$ cat src/rtl/croc_pkg.sv
// OBI manager request/response types shared by user-domain managers.
package croc_pkg;

  typedef struct packed {
    logic [31:0] addr;
    logic        we;
    logic [3:0]  be;
    logic [31:0] wdata;
    logic [0:0]  aid;
  } mgr_obi_a_chan_t;

  typedef struct packed {
    logic            req;
    mgr_obi_a_chan_t a;
  } mgr_obi_req_t;

  typedef struct packed {
    logic [31:0] rdata;
    logic [0:0]  rid;
    logic        err;
  } mgr_obi_r_chan_t;

  typedef struct packed {
    logic            gnt;
    logic            rvalid;
    mgr_obi_r_chan_t r;
  } mgr_obi_rsp_t;

endpackage

$ cat src/rtl/user_pkg.sv
// User-domain constants: manager indices and the DMA reader FSM encoding.
package user_pkg;

  localparam int unsigned NumUserDomainManagers = 1;
  localparam int unsigned UserDmaReader         = 0;

  typedef enum logic [1:0] {
    IDLE  = 2'd0,
    ISSUE = 2'd1,
    DRAIN = 2'd2,
    DONE  = 2'd3
  } user_dma_reader_state_e;

endpackage

$ cat src/rtl/user_dma_fifo.sv
// Small circular response buffer; head reads as zero while empty.
module user_dma_fifo #(
  parameter  int unsigned DEPTH  = 2,
  parameter  int unsigned DATA_W = 32,
  localparam int unsigned CNT_W  = $clog2(DEPTH + 1)
) (
  input  logic              clk,
  input  logic              rst_n,
  input  logic              push,
  input  logic [DATA_W-1:0] wdata,
  input  logic              pop,
  output logic [DATA_W-1:0] rdata,
  output logic              empty,
  output logic [CNT_W-1:0]  count
);

  localparam int unsigned PTR_W = (DEPTH > 1) ? $clog2(DEPTH) : 1;

  logic [DATA_W-1:0] mem [DEPTH];
  logic [PTR_W-1:0]  wr_ptr, rd_ptr;
  logic [CNT_W-1:0]  cnt;
  logic              full, do_push, do_pop;

  function automatic logic [PTR_W-1:0] ptr_inc(input logic [PTR_W-1:0] p);
    return (p == PTR_W'(DEPTH - 1)) ? '0 : p + 1'b1;
  endfunction

  assign empty   = (cnt == '0);
  assign full    = (cnt == CNT_W'(DEPTH));
  assign do_pop  = pop && !empty;
  assign do_push = push && (!full || do_pop);
  assign count   = cnt;
  assign rdata   = empty ? '0 : mem[rd_ptr];

  always_ff @(posedge clk or negedge rst_n) begin
    if (!rst_n) begin
      wr_ptr <= '0;
      rd_ptr <= '0;
      cnt    <= '0;
    end else begin
      if (do_push) wr_ptr <= ptr_inc(wr_ptr);
      if (do_pop)  rd_ptr <= ptr_inc(rd_ptr);
      case ({do_push, do_pop})
        2'b10:   cnt <= cnt + 1'b1;
        2'b01:   cnt <= cnt - 1'b1;
        default: cnt <= cnt;
      endcase
    end
  end

  // Storage carries data only, so it stays out of the reset tree.
  always_ff @(posedge clk) begin
    if (do_push) mem[wr_ptr] <= wdata;
  end

endmodule

$ cat src/rtl/user_dma_reader.sv
// Streams len_i consecutive words from OBI memory; credit-limited issue.
// Optional USER_DMA_READER_CHECKSUM_EN adds an XOR checksum of streamed words.
module user_dma_reader
  import user_pkg::*;
#(
  parameter int unsigned MaxOutstanding = 2,
  parameter int unsigned LenWidth       = 16
) (
  input  logic                  clk_i,
  input  logic                  rst_ni,
  input  logic                  start_i,
  input  logic [31:0]           src_addr_i,
  input  logic [LenWidth-1:0]   len_i,
  output croc_pkg::mgr_obi_req_t obi_req_o,
  input  croc_pkg::mgr_obi_rsp_t obi_rsp_i,
  output logic [31:0]           data_o,
  output logic                  valid_o,
  input  logic                  ready_i,
  output logic                  busy_o,
  output logic                  done_o,
  output logic                  err_o
`ifdef USER_DMA_READER_CHECKSUM_EN
  ,
  output logic [31:0]           checksum_o
`endif
);

  localparam int unsigned CntW = $clog2(MaxOutstanding + 1);

  user_dma_reader_state_e state, next_state;

  logic [31:0]         addr;
  logic [LenWidth-1:0] issue_left;
  logic [CntW-1:0]     outstanding;
  logic [CntW-1:0]     fifo_count;
  logic [CntW:0]       inflight;
  logic                fifo_empty;
  logic                accept_start, can_issue, req, fire, rsp_accept, pop;
  logic                unused_bits;

  assign unused_bits  = ^{src_addr_i[1:0], obi_rsp_i.r.rid};

  assign accept_start = (state == IDLE) && start_i;
  // Responses already in flight plus buffered words must never exceed the
  // buffer depth, so an rvalid always finds room.
  assign inflight     = {1'b0, outstanding} + {1'b0, fifo_count};
  assign can_issue    = (issue_left != '0) && (inflight < (CntW + 1)'(MaxOutstanding));
  assign fire         = req && obi_rsp_i.gnt;
  // Zero outstanding means the response belongs to an abandoned transfer.
  assign rsp_accept   = obi_rsp_i.rvalid && (outstanding != '0);
  assign valid_o      = !fifo_empty;
  assign pop          = valid_o && ready_i;

  always_ff @(posedge clk_i or negedge rst_ni) begin
    if (!rst_ni) state <= IDLE;
    else         state <= next_state;
  end

  always_comb begin
    next_state = state;
    case (state)
      IDLE:  if (start_i) next_state = (len_i == '0) ? DONE : ISSUE;
      ISSUE: if (fire && issue_left == LenWidth'(1)) next_state = DRAIN;
      DRAIN: if (outstanding == '0 && fifo_empty) next_state = DONE;
      DONE:  next_state = IDLE;
      default: next_state = IDLE;
    endcase
  end

  always_comb begin
    req               = (state == ISSUE) && can_issue;
    busy_o            = (state == ISSUE) || (state == DRAIN);
    done_o            = (state == DONE);
    obi_req_o         = '0;
    obi_req_o.req     = req;
    obi_req_o.a.addr  = addr;
    obi_req_o.a.be    = 4'hF;
  end

  always_ff @(posedge clk_i or negedge rst_ni) begin
    if (!rst_ni) begin
      addr        <= '0;
      issue_left  <= '0;
      outstanding <= '0;
      err_o       <= 1'b0;
    end else begin
      if (accept_start) begin
        addr       <= {src_addr_i[31:2], 2'b00};
        issue_left <= len_i;
      end else if (fire) begin
        addr       <= addr + 32'd4;
        issue_left <= issue_left - 1'b1;
      end
      case ({fire, rsp_accept})
        2'b10:   outstanding <= outstanding + 1'b1;
        2'b01:   outstanding <= outstanding - 1'b1;
        default: outstanding <= outstanding;
      endcase
      if (accept_start)                       err_o <= 1'b0;
      else if (rsp_accept && obi_rsp_i.r.err) err_o <= 1'b1;
    end
  end

  user_dma_fifo #(
    .DEPTH  (MaxOutstanding),
    .DATA_W (32)
  ) u_fifo (
    .clk   (clk_i),
    .rst_n (rst_ni),
    .push  (rsp_accept),
    .wdata (obi_rsp_i.r.rdata),
    .pop   (pop),
    .rdata (data_o),
    .empty (fifo_empty),
    .count (fifo_count)
  );

`ifdef USER_DMA_READER_CHECKSUM_EN
  always_ff @(posedge clk_i or negedge rst_ni) begin
    if (!rst_ni)           checksum_o <= '0;
    else if (accept_start) checksum_o <= '0;
    else if (pop)          checksum_o <= checksum_o ^ data_o;
  end
`endif

endmodule

$ cat config.mk
export PLATFORM = sky130hd
export DESIGN_NAME = user_dma_reader
export DESIGN_NICKNAME = d
export VERILOG_FILES = /design/src/rtl/croc_pkg.sv /design/src/rtl/user_pkg.sv /design/src/rtl/user_dma_fifo.sv /design/src/rtl/user_dma_reader.sv
export SDC_FILE = /design/constraint.sdc
export NUM_CORES = 1
export LEC_CHECK = 0
export CAP_MARGIN = 0
export CORE_MARGIN = 3
export CORE_UTILIZATION = 47
export CTS_CLUSTER_DIAMETER = 40
export DETAILED_ROUTE_END_ITERATION = 7
export PLACE_DENSITY = 0.81
export SLEW_MARGIN = 15
export SYNTH_ARGS = -nofsm -noshare
export SYNTH_HDL_FRONTEND = slang
export SYNTH_SLANG_ARGS = --single-unit
$ cat constraint.sdc
create_clock -name clk_i -period 3 [get_ports clk_i]
set_input_delay 0.3 -clock clk_i [delete_from_list [all_inputs] [get_ports clk_i]]
set_output_delay 0.3 -clock clk_i [all_outputs]
set_load 0.005 [all_outputs]
# Word-level counts from Yosys, hierarchy flattened
# Memories as Yosys holds them, arrays and structs flattened.
# Cells that the tools add are included.
# classes
n_addsub	9
n_mul	0
n_div	0
magnitude_cmp	1
n_eq_ne	12
n_shift	0
n_mux	18
bitwise	0
reduce_logical	26
# op_table
op	count
$mux 32	3
$add 32x3->32 const B	1
$mux 16	2
$eq 16x1->1 const B	1
$logic_not 16->1	1
$reduce_bool 16->1	1
$sub 16x1->16 const B	1
$logic_and 1x1->1	11
$eq 2x2->1 const B	5
$reduce_bool 2->1	5
$mux 2	4
$pmux 2 s2	2
$pmux 2 s4	1
$eq 2x1->1 const B	3
$logic_not 2->1	3
$mux 1	6
$ne 2x2->1 const B	3
$add 2x1->2 const B	2
$sub 2x1->2 const B	2
$add 2x2->3	1
$lt 3x2->1 const B	1
$reduce_and 3->1	1
$add 1x1->1 const B	2
$logic_not 1->1	2
$logic_or 1x1->1	2
# totals
reg_bits	57
latchBits	0
ram_bits	64
romBits	0
output_inout_bits	107
elab_cells	75
memories	1
# memory_table
name	depth	word_bits	read_ports	rd_ports_with_merged_regs	write_ports	line_no	text
u_fifo.mem	2	32	1	0	1	user_dma_fifo.sv:19	logic [DATA_W-1:0] mem [DEPTH];

# Depth between registers and ports, before layout
# depth
depth_word	8
depth_mapped	9
mapped_depth_nobuf	9

# By module
# A second synthesis with hierarchy kept.
# hier_totals
hier_cells	561
hier_area_um2	6294.8
# modules_own_cells
mod	instances	cells_each	area_per_inst_um2
user_dma_reader	1	400	3631.0
user_dma_fifo	1	161	2663.8

# Worst setup path after synthesis
# OpenSTA, ideal clock, no wires.
# synth_path
kind	reg-to-reg
startpoint	register u_fifo.cnt[0] (netlist: u_fifo.count[0])
endpoint	register addr[26]
setup_ns	0.124
arrival_time_ns	2.575
slack_ns	0.301
stages_incl_launch_ff	9
n_path_buf	2
synth_period_minus_slack_ns	2.699
cell_sequence	dfrtp_1 -> and2_1 -> fa_1 -> nand4bb_1 -> clkbuf_1 -> or4b_1 -> buf_2 -> o31a_1 -> o31a_1
# synth_between
elab_chain_cells	6
# synth_lines
item	line_no	text
start, declared	user_dma_fifo.sv:21	logic [CNT_W-1:0] cnt;
start signal, assigned	user_dma_fifo.sv:44	2'b10: cnt <= cnt + 1'b1;
start signal, assigned	user_dma_fifo.sv:45	2'b01: cnt <= cnt - 1'b1;
start signal, assigned	user_dma_fifo.sv:46	default: cnt <= cnt;
$add 2x2->3	user_dma_reader.sv:46	assign inflight = {1'b0, outstanding} + {1'b0, fifo_count};
$lt 3x2->1	user_dma_reader.sv:47	assign can_issue = (issue_left != '0) && (inflight < (CntW + 1)'(MaxOutstanding));
$logic_and 1x1->1	user_dma_reader.sv:47	
$logic_and 1x1->1	user_dma_reader.sv:71	req = (state == ISSUE) && can_issue;
$logic_and 1x1->1	user_dma_reader.sv:48	assign fire = req && obi_rsp_i.gnt;
$reduce_bool 2->1 (no source line)	n/a	
end signal, assigned	user_dma_reader.sv:88	addr <= {src_addr_i[31:2], 2'b00};
end signal, assigned	user_dma_reader.sv:91	addr <= addr + 32'd4;
end, declared	user_dma_reader.sv:32	logic [31:0] addr;
# No other way between the ends.
# A chain may end at the register's enable or synchronous reset.

# Worst setup path after layout
# Ends and elaborated chain as after synthesis.

==> results.sh <==
export IMPL_drt_wl_total_mm=14.4
export IMPL_final_common_cell="clkdlybuf4s50_1"
export IMPL_grt_max_degree=56
export IMPL_hold_class="in -> async"
export IMPL_yosysWarnings=0
export IMPL_vias=4625
export IMPL_hold_viol_final=0
export IMPL_outcome="completed"
export IMPL_slew_headroom_pct=38.4
export IMPL_hpwl_mm=10.4
export IMPL_vdd_ir_drop_max_mv=0.417
export IMPL_slew_viol_final=0
export IMPL_grt_pass1_wl_mm=23.0
export IMPL_dieArea_mm2=0.0142
export IMPL_core_area_mm2=0.0123
export IMPL_die_x_um=119
export IMPL_worst_setup_path_type="reg -> reg"
export IMPL_cts_setup_buffers=0
export IMPL_setup_viol=0
export IMPL_antenna_left=0
export IMPL_synth_cell_type_count=42
export IMPL_antenna_cells=0
export IMPL_wl_per_cell_um=16.3
export IMPL_drive_gt1_share_pct=7.96
export IMPL_tns_ns=0
export IMPL_first_pass_iters=5
export IMPL_cts_inserted_buffers=17
export IMPL_viasPerCell=5.23
export IMPL_synthFlopType="edfxtp_1"
export IMPL_yosysSeqAreaShare_pct=54.7
export IMPL_cts_hold_fix_buffers=0
export IMPL_clock_latency_ns=0.40
export IMPL_start_kind="register"
export IMPL_drc=0
export IMPL_gp_congestion=0.841
export IMPL_cts_buffer_depth=2
export IMPL_cts_tree="done"
export IMPL_first_global_vias=4603
export IMPL_synthesis_area_mm2=0.00603
export IMPL_worst_slew_pin_slew_ns=0.914
export IMPL_synth_edf_count=64
export IMPL_cp_max_fo=9
export IMPL_grt_ovfl_total=0
export IMPL_power_density_mw_per_mm2=994
export IMPL_drt_iter0_drc=412
export IMPL_place_port_buffers=151
export IMPL_period_needed_ns=2.89
export IMPL_final_cell_mix="clkdlybuf4s50_1, edfxtp_1, dfrtp_1, nor2_1, nand2_1"
export IMPL_max_freq_ghz=0.346
export IMPL_preCtsSetupSlack_ns=0.144
export IMPL_ctsRootBufferMaster="clkbuf_16"
export IMPL_syn2layout_area_growth_pct=37.2
export IMPL_fin_crit_sh_pct=96.4
export IMPL_place_area_mm2=0.00763
export IMPL_grtUsageTotal_pct=20.1
export IMPL_worst_slack_ns=0.108
export IMPL_htreeDepth=4
export IMPL_antenna_found_initial=0
export IMPL_fin_nets=803
export IMPL_fin_area_mm2=0.00827
export IMPL_cp_arrival_ns=3.18
export IMPL_final_util_pct=67.4
export IMPL_cts_resized=0
export IMPL_leakage_nw=3.11
export IMPL_clk_transition_reported_paths_ns=0.06
export IMPL_synth_ff_latch_count=119
export IMPL_skew_ns=0.00899
export IMPL_fp_row_count=40
export IMPL_synthArstFlopShare_pct=46.2
export IMPL_n_fill_cell=906
export IMPL_die_h_um=119
export IMPL_cts_sinks=119
export IMPL_rsz0062_at_grt="no"
export IMPL_syn_mean_instance_area_um2=11.0
export IMPL_worst_setup_path_end_kind="register"
export IMPL_netlist_instances=548
export IMPL_start_util_pct=49.2
export IMPL_cp_data_required_time_ns=3.29
export IMPL_boundaryPins=195
export IMPL_drv_cap=0
## sequential cells by signal (all words and copies together), names as in the netlist
name,count
u_fifo.mem,64
addr,30
issue_left,16
outstanding,2
state,2
u_fifo.count,2
err_o,1
u_fifo.rd_ptr,1
u_fifo.wr_ptr,1
## where the power goes
part | internal [mW] | switching (mW) | total (mW)
logic | 1.78 | 1.40 | 3.17
clock network | 1.39 | 0.722 | 2.11
registers | 2.34 | 0.587 | 2.92
## critical path, stage by stage (launching register included)
cell and delay [ns]:
dfrtp_1 0.43, and2_1 0.19, fa_1 0.50, nand4bb_1 0.29, or4b_1 0.75, o31a_1 0.35, o31a_1 0.28
## cells in the mapped netlist (10+ instances only)
master	instances	area, um^2
buf_4	41	308
clkbuf_1	18	67.6
dfrtp_1	55	1380
edfxtp_1	64	1920
ha_1	11	138
mux2i_1	35	350
nand2_1	44	165
nand3_1	18	90.1
nand4_1	10	62.6
nor2_1	52	195
nor3_1	13	65.1
nor4_1	22	138
o21ai_0	38	190
xnor2_1	30	263
xor2_1	14	123
## final timing paths
kind	startpoint	to	slack, ns	cells past startpoint
hold / removal	rst_ni	issue_left[11]	0.03	2
setup reg to reg	u_fifo.count[0]	addr[26]	0.11	6
hold reg to reg	err_o	err_o	0.50	2
min in group clk_i	src_addr_i[21]	addr[21]	0.45	3
setup / recovery	u_fifo.count[0]	addr[26]	0.11	6
max in group asynchronous	rst_ni	u_fifo.rd_ptr	2.46	2
## routing by layer
metal	routed length [um]	up-vias	global-route usage [%]
met5	0	-	0
met4	104	0	5.79
met3	1180	14	5.75
met2	7000	215	33.1
met1	6140	2203	26.0
li1	-	2193	-
## per-stage QoR
| stage | hold slack [ns] | instances | power [mW] |
|---|---|---|---|
| final | 0.0336 | 884 | 8.21 |
| after global routing | 0.0811 | 884 | 8.70 |
| after CTS | 0.0476 | 884 | 8.25 |
| after detailed placement | 0.480 | 852 | 6.10 |
| after global placement | 0.474 | 852 | 5.97 |
| after floorplan | 0.00441 | 586 | 4.43 |
## cells by family (layout without fill, tap and decap cells)
logic type / Yosys count / after routing / share of synthesized area, %
XOR/XNOR: 44 / 44 / 6.39
buffers and inverters: 74 / 204 / 7.37
AND/OR/NAND/NOR: 201 / 201 / 17.1
multiplexers: 36 / 36 / 6.00
other: 2 / 40 / 0.125
AO/OA/AOI/OAI: 60 / 60 / 5.63
flip-flops: 119 / 119 / 54.7
adder cells (fa/ha/maj): 12 / 12 / 2.62
## final cells by class
type / instances / area, um^2 / area share [%]
inverter: 9 / 33.8 / 0.409
clock inverter: 15 / 199 / 2.41
multi-input combinational: 393 / 2460 / 29.8
timing repair buffer: 163 / 1630 / 19.8
clock buffer: 17 / 425 / 5.15
sequential: 119 / 3300 / 39.9
tap: 168 / 210 / 2.54
Power figures use the tool's default switching activity.
